**src/rtl/qam16_pkg.sv**
```systemverilog
// qam16_pkg: shared constants and types for the QAM16 mapper.
// Sample width, FSM states and Gray-coded level indices.
package qam16_pkg;

    localparam int SAMPLE_W = 14;

    typedef enum logic {
        IDLE = 1'b0,
        RUN  = 1'b1
    } state_e;

    localparam logic [1:0] GRAY_M3 = 2'b00;
    localparam logic [1:0] GRAY_M1 = 2'b01;
    localparam logic [1:0] GRAY_P1 = 2'b11;
    localparam logic [1:0] GRAY_P3 = 2'b10;

endpackage

```
**src/rtl/qam16_gray_lut.sv**
```systemverilog
// qam16_gray_lut: Gray-coded 2-bit pair to signed amplitude level.
// Levels are -3A, -A, +A, +3A in two's complement.
module qam16_gray_lut
    import qam16_pkg::*;
#(
    parameter int AMP = 2048
) (
    input  logic [1:0]                 code,
    output logic signed [SAMPLE_W-1:0] level
);

    localparam logic signed [SAMPLE_W-1:0] LVL1 = SAMPLE_W'(AMP);
    localparam logic signed [SAMPLE_W-1:0] LVL3 = SAMPLE_W'(3 * AMP);

    // Map the Gray pair onto its constellation level
    always_comb begin
        level = '0;
        unique case (code)
            GRAY_M3: level = -LVL3;
            GRAY_M1: level = -LVL1;
            GRAY_P1: level = LVL1;
            GRAY_P3: level = LVL3;
            default: level = '0;
        endcase
    end

endmodule

```
**src/rtl/qam16_mapper.sv**
```systemverilog
// qam16_mapper: serial bits to zero-stuffed QAM16 I/Q samples.
// Packs 4 bits per symbol, emits one symbol every SPS cycles.
module qam16_mapper
    import qam16_pkg::*;
#(
    parameter int SPS = 8,
    parameter int AMP = 2048
) (
    input  logic                       CLK,
    input  logic                       Rst,
    input  logic                       i_bit,
    input  logic                       i_bit_vld,
    output logic                       o_bit_rdy,
    output logic signed [SAMPLE_W-1:0] o_I,
    output logic signed [SAMPLE_W-1:0] o_Q,
    output logic                       o_sym_stb,
    output logic                       o_underrun,
    output logic                       o_busy
);

    localparam int CW = (SPS > 1) ? $clog2(SPS) : 1;
    localparam logic [CW-1:0] CNT_LAST = CW'(SPS - 1);

    state_e                     state_q, state_d;
    logic [CW-1:0]              cnt_q, cnt_d;
    logic [2:0]                 asm_q, asm_d;
    logic [1:0]                 bc_q, bc_d;
    logic [3:0]                 hold_q, hold_d;
    logic                       hold_vld_q, hold_vld_d;
    logic                       rdy_q, rdy_d;
    logic signed [SAMPLE_W-1:0] i_q, i_d;
    logic signed [SAMPLE_W-1:0] q_q, q_d;
    logic                       stb_q, stb_d;
    logic                       und_q, und_d;
    logic                       busy_q, busy_d;

    logic                       accept;
    logic                       load;
    logic                       phase0;
    logic                       consume;
    logic signed [SAMPLE_W-1:0] lvl_i;
    logic signed [SAMPLE_W-1:0] lvl_q;

    qam16_gray_lut #(.AMP(AMP)) u_lut_i (
        .code  (hold_q[3:2]),
        .level (lvl_i)
    );

    qam16_gray_lut #(.AMP(AMP)) u_lut_q (
        .code  (hold_q[1:0]),
        .level (lvl_q)
    );

    // Next-state: bit assembly, hold register, phase FSM, outputs
    always_comb begin
        accept  = i_bit_vld && rdy_q;
        load    = accept && (bc_q == 2'd3);
        phase0  = (state_q == IDLE) || (cnt_q == '0);
        consume = hold_vld_q && phase0;

        asm_d      = asm_q;
        bc_d       = bc_q;
        hold_d     = hold_q;
        hold_vld_d = hold_vld_q;
        state_d    = state_q;
        cnt_d      = cnt_q;

        if (accept) begin
            asm_d = {asm_q[1:0], i_bit};
            bc_d  = load ? 2'd0 : bc_q + 2'd1;
        end

        // Consume reads the old hold; a same-edge load then refills it
        if (consume) begin
            hold_vld_d = 1'b0;
        end
        if (load) begin
            hold_d     = {asm_q, i_bit};
            hold_vld_d = 1'b1;
        end

        unique case (state_q)
            IDLE: begin
                cnt_d = '0;
                if (hold_vld_q) begin
                    state_d = RUN;
                    cnt_d   = CW'(1);
                end
            end
            RUN: begin
                cnt_d = (cnt_q == CNT_LAST) ? '0 : cnt_q + CW'(1);
            end
            default: begin
                state_d = IDLE;
                cnt_d   = '0;
            end
        endcase

        i_d    = consume ? lvl_i : '0;
        q_d    = consume ? lvl_q : '0;
        stb_d  = consume;
        und_d  = (state_q == RUN) && (cnt_q == '0) && !hold_vld_q;
        busy_d = (state_d == RUN);
        rdy_d  = !(hold_vld_d && (bc_d == 2'd3));
    end

    // State and registered outputs, synchronous active-low reset
    always_ff @(posedge CLK) begin
        if (!Rst) begin
            state_q    <= IDLE;
            cnt_q      <= '0;
            asm_q      <= '0;
            bc_q       <= '0;
            hold_q     <= '0;
            hold_vld_q <= 1'b0;
            rdy_q      <= 1'b0;
            i_q        <= '0;
            q_q        <= '0;
            stb_q      <= 1'b0;
            und_q      <= 1'b0;
            busy_q     <= 1'b0;
        end else begin
            state_q    <= state_d;
            cnt_q      <= cnt_d;
            asm_q      <= asm_d;
            bc_q       <= bc_d;
            hold_q     <= hold_d;
            hold_vld_q <= hold_vld_d;
            rdy_q      <= rdy_d;
            i_q        <= i_d;
            q_q        <= q_d;
            stb_q      <= stb_d;
            und_q      <= und_d;
            busy_q     <= busy_d;
        end
    end

    assign o_bit_rdy  = rdy_q;
    assign o_I        = i_q;
    assign o_Q        = q_q;
    assign o_sym_stb  = stb_q;
    assign o_underrun = und_q;
    assign o_busy     = busy_q;

endmodule

```
**config.mk**
```make
export PLATFORM = sky130hd
export DESIGN_NAME = qam16_mapper
export DESIGN_NICKNAME = d
export VERILOG_FILES = /design/src/rtl/qam16_pkg.sv /design/src/rtl/qam16_gray_lut.sv /design/src/rtl/qam16_mapper.sv
export SDC_FILE = /design/constraint.sdc
export NUM_CORES = 1
export LEC_CHECK = 0
export ABC_AREA = 1
export BUFFER_PORTS_ARGS = -buffer_cell sky130_fd_sc_hd__buf_4
export CAP_MARGIN = 20
export CORE_MARGIN = 2
export CORE_UTILIZATION = 43
export CTS_CLUSTER_DIAMETER = 50
export CTS_CLUSTER_SIZE = 30
export DETAILED_ROUTE_END_ITERATION = 12
export PLACE_DENSITY = 0.73
export SYNTH_ARGS = -nofsm -noshare
export SYNTH_HDL_FRONTEND = slang
export SYNTH_SLANG_ARGS = --single-unit
export TNS_END_PERCENT = 100
```
**constraint.sdc**
```tcl
create_clock -name CLK -period 1.3 [get_ports CLK]
set_clock_uncertainty 0.2 [all_clocks]
set_input_delay 0.26 -clock CLK [delete_from_list [all_inputs] [get_ports CLK]]
set_output_delay 0.26 -clock CLK [all_outputs]
set_load 0.02 [all_outputs]
```
==> flow_summary.json, run 1 <==
{
  "outcome": "completed",
  "switching_share": 0.247,
  "r2r_setup_slack_ns": 0.05,
  "crit_path_end_kind": "primary output",
  "leakagePower_nw": 0.550,
  "gp_congestion": 0.708,
  "row_count": 17,
  "cts_sinks": 22,
  "ys_async_sr_fraction": 0,
  "cts_root_buf": "clkbuf_4",
  "synth_edf_count": 0,
  "setup_tns_ns": 0,
  "final_nets": 152,
  "viasPerCell": 4.28,
  "wl_per_cell_um": 9.67,
  "area.growth.synth_to_final_pct": 16.1,
  "syn-cell-area_um2": 1050,
  "start_util": 0.465,
  "ys_dominant_reg_cell": "dfxtp_1",
  "setup_slack_ns": 0.0337,
  "port_buffers": 13,
  "hp-class": "in2reg",
  "reg2reg_to": "o_I[13]",
  "worstPathCellList": "buf_6",
  "crit_required_ns": 0.84,
  "fin_crit_sh": 0.974,
  "path_max_fanout": 3,
  "die_w_um": 53.4,
  "ys_ff_latch": 22,
  "ant_nets": 0,
  "htree_num_levels": 1,
  "pin_count": 36,
  "grt_pass1_vias": 603,
  "fin_crit_ns": 1.27,
  "antenna_found_initial": 0,
  "num_vias": 715,
  "critPathSlowestCell": "dfxtp_2",
  "grt_util_all_layers": 0.115,
  "fill_cells": 224,
  "syn-instance-count": 123,
  "r2r_cells": 6,
  "clkTransAtPathRegs_ns": 0.11,
  "syn_area_per_cell_um2": 8.52,
  "worstSkewPairLatency_ns": 0.29,
  "cts_made_buffers": 3,
  "finalHoldViolCount": 0,
  "finalSetupViolCount": 0,
  "p_int_mw": 0.882,
  "slew_viol_final": 0,
  "switching_power_mw": 0.290,
  "pwr-share-seq": 0.591,
  "p_comb_frac": 0.102,
  "maxCapViolCount": 0,
  "firstDrtPassIters": 3,
  "drive_gt1_frac": 0.324,
  "crit_type": "reg2out",
  "dp_hpwl_um": 1190,
  "drc": 0,
  "pre_cts_ws_ns": -0.0136,
  "worst_setup_path_start_kind": "register",
  "cpPeakStageDelay_ns": 0.39,
  "cts.path.max_buffers": 2,
  "fp.dieArea_um2": 2850,
  "cts_tree": "done",
  "ir_drop_uv": 454,
  "r2r-start": "cnt_q[1]",
  "die_h_um": 53.4,
  "grt_first_pass_wirelength_um": 2370,
  "hold_path_end": "bc_q[1]",
  "holdPathStages": 3,
  "wirelength_um": 1620,
  "n_antenna_cell": 0,
  "grt_max_degree": 13,
  "worst_path_dominant_cell_family": "flip-flops",
  "core_area_um2": 2250,
  "min_from": "i_bit_vld",
  "synth.distinct_cells": 21,
  "power.share.clock": 0.307,
  "rsz0062_at_grt": "yes",
  "max_freq_mhz": 790,
  "synth_warnings": 0,
  "powerDensity_nw_per_um2": 963,
  "drt_iter0_drc": 8,
  "synth-seq-area-share": 0.420,
  "arrival_ns": 0.81,
  "critPathBufInv": 1,
  "overflow": 0
}
## cell usage after synthesis, types with 2 or more instances
master,n,area [um2]
nand2_1,9,33.8
nand3_1,2,10.0
nor3b_1,2,15.0
buf_4,23,173
inv_1,13,48.8
o21ai_1,2,10.0
a21oi_1,6,30.0
nor2_1,19,71.3
dfxtp_1,22,440
nor3_1,2,10.0
ha_1,8,100
o21ai_0,6,30.0
## worst max-delay path by stage
stage                            to       from  cells past startpoint
after global placement    o_bit_rdy   cnt_q[0]                      8
final                     o_bit_rdy  o_bit_rdy                      1
after CTS                 o_bit_rdy    bc_q[0]                      7
after global routing      o_bit_rdy   cnt_q[1]                      8
after floorplan           o_bit_rdy  o_bit_rdy                      7
after detailed placement  o_bit_rdy   cnt_q[0]                      8
## cell usage in the layout (no fill, tap or decap), drive strengths merged
master / netlist / final
conb: 1 / 22
inv: 16 / 16
dfxtp: 22 / 22
nand3: 2 / 2
a21oi: 7 / 7
clkbuf: 0 / 4
ha: 8 / 8
nand2: 11 / 11
nor2: 19 / 19
buf: 24 / 15
o21ai: 8 / 8
nor3b: 2 / 2
nor3: 3 / 3
## sequential cells by signal (all words and copies together) (netlist names)
register and count:
bc_q 2, cnt_q 3, o_underrun 1, asm_q 3, hold_vld_q 1, o_busy 1
o_Q 2, o_bit_rdy 1, o_I 3, hold_q 4, o_sym_stb 1
## layout make-up
type                    instances  area, um2  share of cell area
multi-input cells              82        508               0.417
flip-flops and latches         22        450               0.370
repair buffers                 15        120              0.0987
inverters                      16       67.6              0.0555
clock buffers                   4       36.3              0.0298
well taps                      28       35.0              0.0288
## through the flow
step / util / power, mW / std cells / area, um2 / hold slack (ns)
2_1_floorplan: - / 0.852 / 144 / 1130 / 0.225
3_3_place_gp: 0.477 / 0.815 / 161 / 1080 / 0.265
3_5_place_dp: 0.477 / 0.818 / 161 / 1080 / 0.272
4_1_cts: 0.497 / 1.18 / 165 / 1120 / 0.0316
5_1_grt: 0.540 / 1.23 / 167 / 1220 / 0.0538
6_report: 0.540 / 1.17 / 167 / 1220 / 0.0530
## kinds of logic after synthesis
kind of cell | Yosys count | share of synthesized area
and+or+nand+nor | 37 | 0.166
buffers and inverters | 40 | 0.240
DFF | 22 | 0.420
adders and majority gates | 8 | 0.0955
AOI/OAI and AO/OA | 15 | 0.0752
other | 1 | 0.00358
## metal layers
layer	vias up	global-route usage	part of all wire
met5	-	0	0
met4	0	0.0513	0.0062
met3	2	0.0282	0.061
met2	20	0.210	0.54
met1	325	0.123	0.39
li1	368	-	-
## what timing repair did
action                                  CTS  global route
hold endpoints to repair                  0             0
endpoints found under the setup margin    8             9
pin swaps                                 1             5
hold buffers                              0             0
resized for setup                         4            22
buffers inserted                          0             2
## power by group through the flow
| stage | Combinational (mW) | Clock (mW) | Sequential, mW |
|---|---|---|---|
| final | 0.120 | 0.359 | 0.693 |
| after global routing | 0.133 | 0.399 | 0.695 |
| after CTS | 0.111 | 0.373 | 0.693 |
| after detailed placement | 0.110 | 0 | 0.708 |
| after global placement | 0.108 | 0 | 0.707 |
| after floorplan | 0.144 | 0 | 0.708 |
(Power assumes the default switching activity.)
==> run 2, diff against run 1 <==
CORE_UTILIZATION = 50   (was 43)
HOLD_SLACK_MARGIN = 0.12   (was not set)
PLACE_DENSITY = 0.76   (was 0.73)
SYNTH_HIERARCHICAL = 1   (was not set)
==> run 2 against run 1 <==
Register-to-register slack hardly changed. Sequential cell count is 23 higher. Cell count is 83% higher. Synthesized area is 78% higher. First-iteration DRC count grew to 3.5 times the previous value. Hold slack better by 0.030 ns. Maximum frequency is 0.29% higher. Global-route usage is 2.4 points higher. Clock power is 130% higher. Non-clock buffer count is 34 higher. Via count is 70% higher. Synthesized cell count is 68% higher. Critical endpoint is now o_bit_rdy. Largest power group unchanged.
==> flow_summary.json, run 2 <==
{
  "syn_area_per_cell_um2": 9.01,
  "area.growth.synth_to_final_pct": 25.1,
  "pin_count": 36,
  "pre_cts_ws_ns": 0.0138,
  "final_cells": 306,
  "outcome": "completed",
  "synth.most_common_cell": "dfxtp_1",
  "firstDrtPassIters": 4,
  "antenna_found_initial": 0,
  "cpPeakStageDelay_ns": 0.36,
  "ys_async_sr_fraction": 0,
  "die_h_um": 65.1,
  "port_buffers": 35,
  "crit_type": "reg2reg",
  "htree_num_levels": 2,
  "cts_made_buffers": 5,
  "setup_slack_ns": 0.0373,
  "n_antenna_cell": 0,
  "row_count": 22,
  "crit_required_ns": 1.30,
  "place_area_um2": 2100,
  "dpl.cell_count": 288,
  "final_common_cell": "inv_1",
  "drc": 0,
  "synth-seq-area-share": 0.483,
  "num_vias": 1218,
  "grt_util_all_layers": 0.140,
  "holdPathStages": 3,
  "worstSkewPairLatency_ns": 0.30,
  "synth.distinct_cells": 19,
  "max_freq_mhz": 792,
  "path_max_fanout": 3,
  "start_util": 0.513,
  "maxCapViolCount": 0,
  "critPathSlowestCell": "dfxtp_2",
  "yosys.area.top_type": "dfxtp_1",
  "rsz0062_at_grt": "yes",
  "synth_warnings": 6,
  "postLayoutCoreUtil": 0.642,
  "r2r-start": "cnt_q[0]",
  "ant_nets": 0,
  "hold_path_end": "hold_q[3]",
  "arrival_ns": 1.26,
  "grt_pass1_vias": 1105,
  "clkTransAtPathRegs_ns": 0.08,
  "ys_top_cells_by_count": "45 x dfxtp_1, 44 x inv_1, 24 x buf_4",
  "hp-class": "in2reg",
  "r2r_setup_slack_ns": 0.04,
  "reg2reg_to": "o_bit_rdy",
  "wl_met3_um": 128,
  "critPathBufInv": 2,
  "fp.dieArea_um2": 4240,
  "die_w_um": 65.1,
  "finalSetupViolCount": 0,
  "fin_crit_ns": 1.26,
  "ir_drop_uv": 686,
  "cts_tree": "done",
  "leakagePower_nw": 1.03,
  "fin_crit_sh": 0.971,
  "ys_dominant_reg_cell": "dfxtp_1",
  "overflow": 0,
  "wl_per_cell_um": 8.45,
  "stdcell_area_um2": 2330,
  "cts_root_buf": "clkbuf_8",
  "grt_max_degree": 19,
  "cts_sinks": 45,
  "r2r_cells": 8,
  "final_nets": 269,
  "worst_setup_path_start_kind": "register",
  "wl_met1_um": 1070,
  "drt_iter0_drc": 28,
  "synth_edf_count": 0,
  "powerDensity_nw_per_um2": 1000,
  "yosysTopAreaCellShare": 0.483,
  "syn-cell-area_um2": 1870,
  "crit_path_end_kind": "register",
  "slew_viol_final": 0,
  "viasPerCell": 3.98,
  "grt_first_pass_wirelength_um": 4290,
  "wirelength_um": 2590,
  "finalHoldViolCount": 0,
  "gp_congestion": 0.784,
  "worstPathCellList": "inv_2 -> ha_4 -> nand2_2 -> nand3_2 -> nand2_2 -> inv_1 -> nor2_1 -> nor2_1",
  "syn-instance-count": 207,
  "met2_length_um": 1290,
  "core_area_um2": 3630,
  "worst_path_dominant_cell_family": "flip-flops",
  "min_from": "Rst",
  "dp_hpwl_um": 1800,
  "cts.path.max_buffers": 2,
  "dr.max_layer_used": "met4",
  "final_cell_mix": "42 x inv_1, 41 x buf_4, 40 x dfxtp_1",
  "drive_gt1_frac": 0.360,
  "ys_ff_latch": 45,
  "synthTopCellsByArea": "dfxtp_1 48%, buf_4 9.7%, inv_1 8.9%"
}
[run 2: cell count changes after synthesis, sizes merged, moves of 2 or more]
cell	change
buf	+2
conb	+3
dfxtp	+23
inv	+31
nand2	+6
nand3	+4
nor2	+19
o21ai	-5
[run 2: through the flow]
| stage | TNS (ns) | power (mW) | hold WS, ns |
|---|---|---|---|
| after detailed placement | 0 | 1.52 | 0.260 |
| after global routing | -0.0639 | 2.45 | 0.102 |
| final | 0 | 2.34 | 0.0831 |
| after CTS | 0 | 2.36 | 0.0377 |
| after global placement | 0 | 1.52 | 0.252 |
| after floorplan | -0.112 | 1.54 | 0.196 |
[run 2: cell families after synthesis]
logic type      count (synthesis)  synth area share
other cells                     4           0.00805
simple gates                   65             0.208
buf+inv                        73             0.214
fa+ha+maj                       8            0.0537
compound gates                 12            0.0335
flops                          45             0.483
[run 2: area by class of cell]
type | instances | area, um2
inverter | 47 | 181
clock buffer | 5 | 68.8
sequential | 45 | 910
tap | 48 | 60.1
clock inverter | 3 | 17.5
fill | 330 | 1300
multi-input combinational | 109 | 707
timing repair buffer | 49 | 389
[run 2: metal layers]
metal / track usage / vias to the layer above
li1: - / 649
met1: 0.130 / 533
met2: 0.245 / 26
met3: 0.0469 / 10
met4: 0.115 / 0
met5: 0 / -
[run 2: timing repair]
item,CTS,global route
endpoints found under the hold margin,11,5
hold buffers,6,1
resized for setup,2,13
pin swaps,0,4
setup endpoints to repair,1,10
buffers inserted,0,3
[run 2: worst max-delay path by stage]
| stage | startpoint | to | slack (ns) | cells after the start |
|---|---|---|---|---|
| 4_1_cts | bc_q[0] | o_bit_rdy | 0.01 | 6 |
| 3_5_place_dp | bc_q[0] | o_bit_rdy | 0.01 | 7 |
| 2_1_floorplan | cnt_q[1] | o_Q[12] | -0.05 | 7 |
| 5_1_grt | cnt_q[0] | o_bit_rdy | -0.03 | 8 |
| 3_3_place_gp | i_bit_vld | o_bit_rdy | 0.05 | 8 |
| 6_report | cnt_q[0] | o_bit_rdy | 0.04 | 8 |
[run 2: tightest hold or removal path: stages]
cell and delay, ns:
buf_4 0.09, inv_2 0.06, a21oi_1 0.13
[run 2: power by group]
group	leakage, nW	internal, mW	switching [mW]
Sequential	0.366	1.39	0.00880
Clock	0.0439	0.371	0.463
Combinational	0.618	0.0475	0.0663
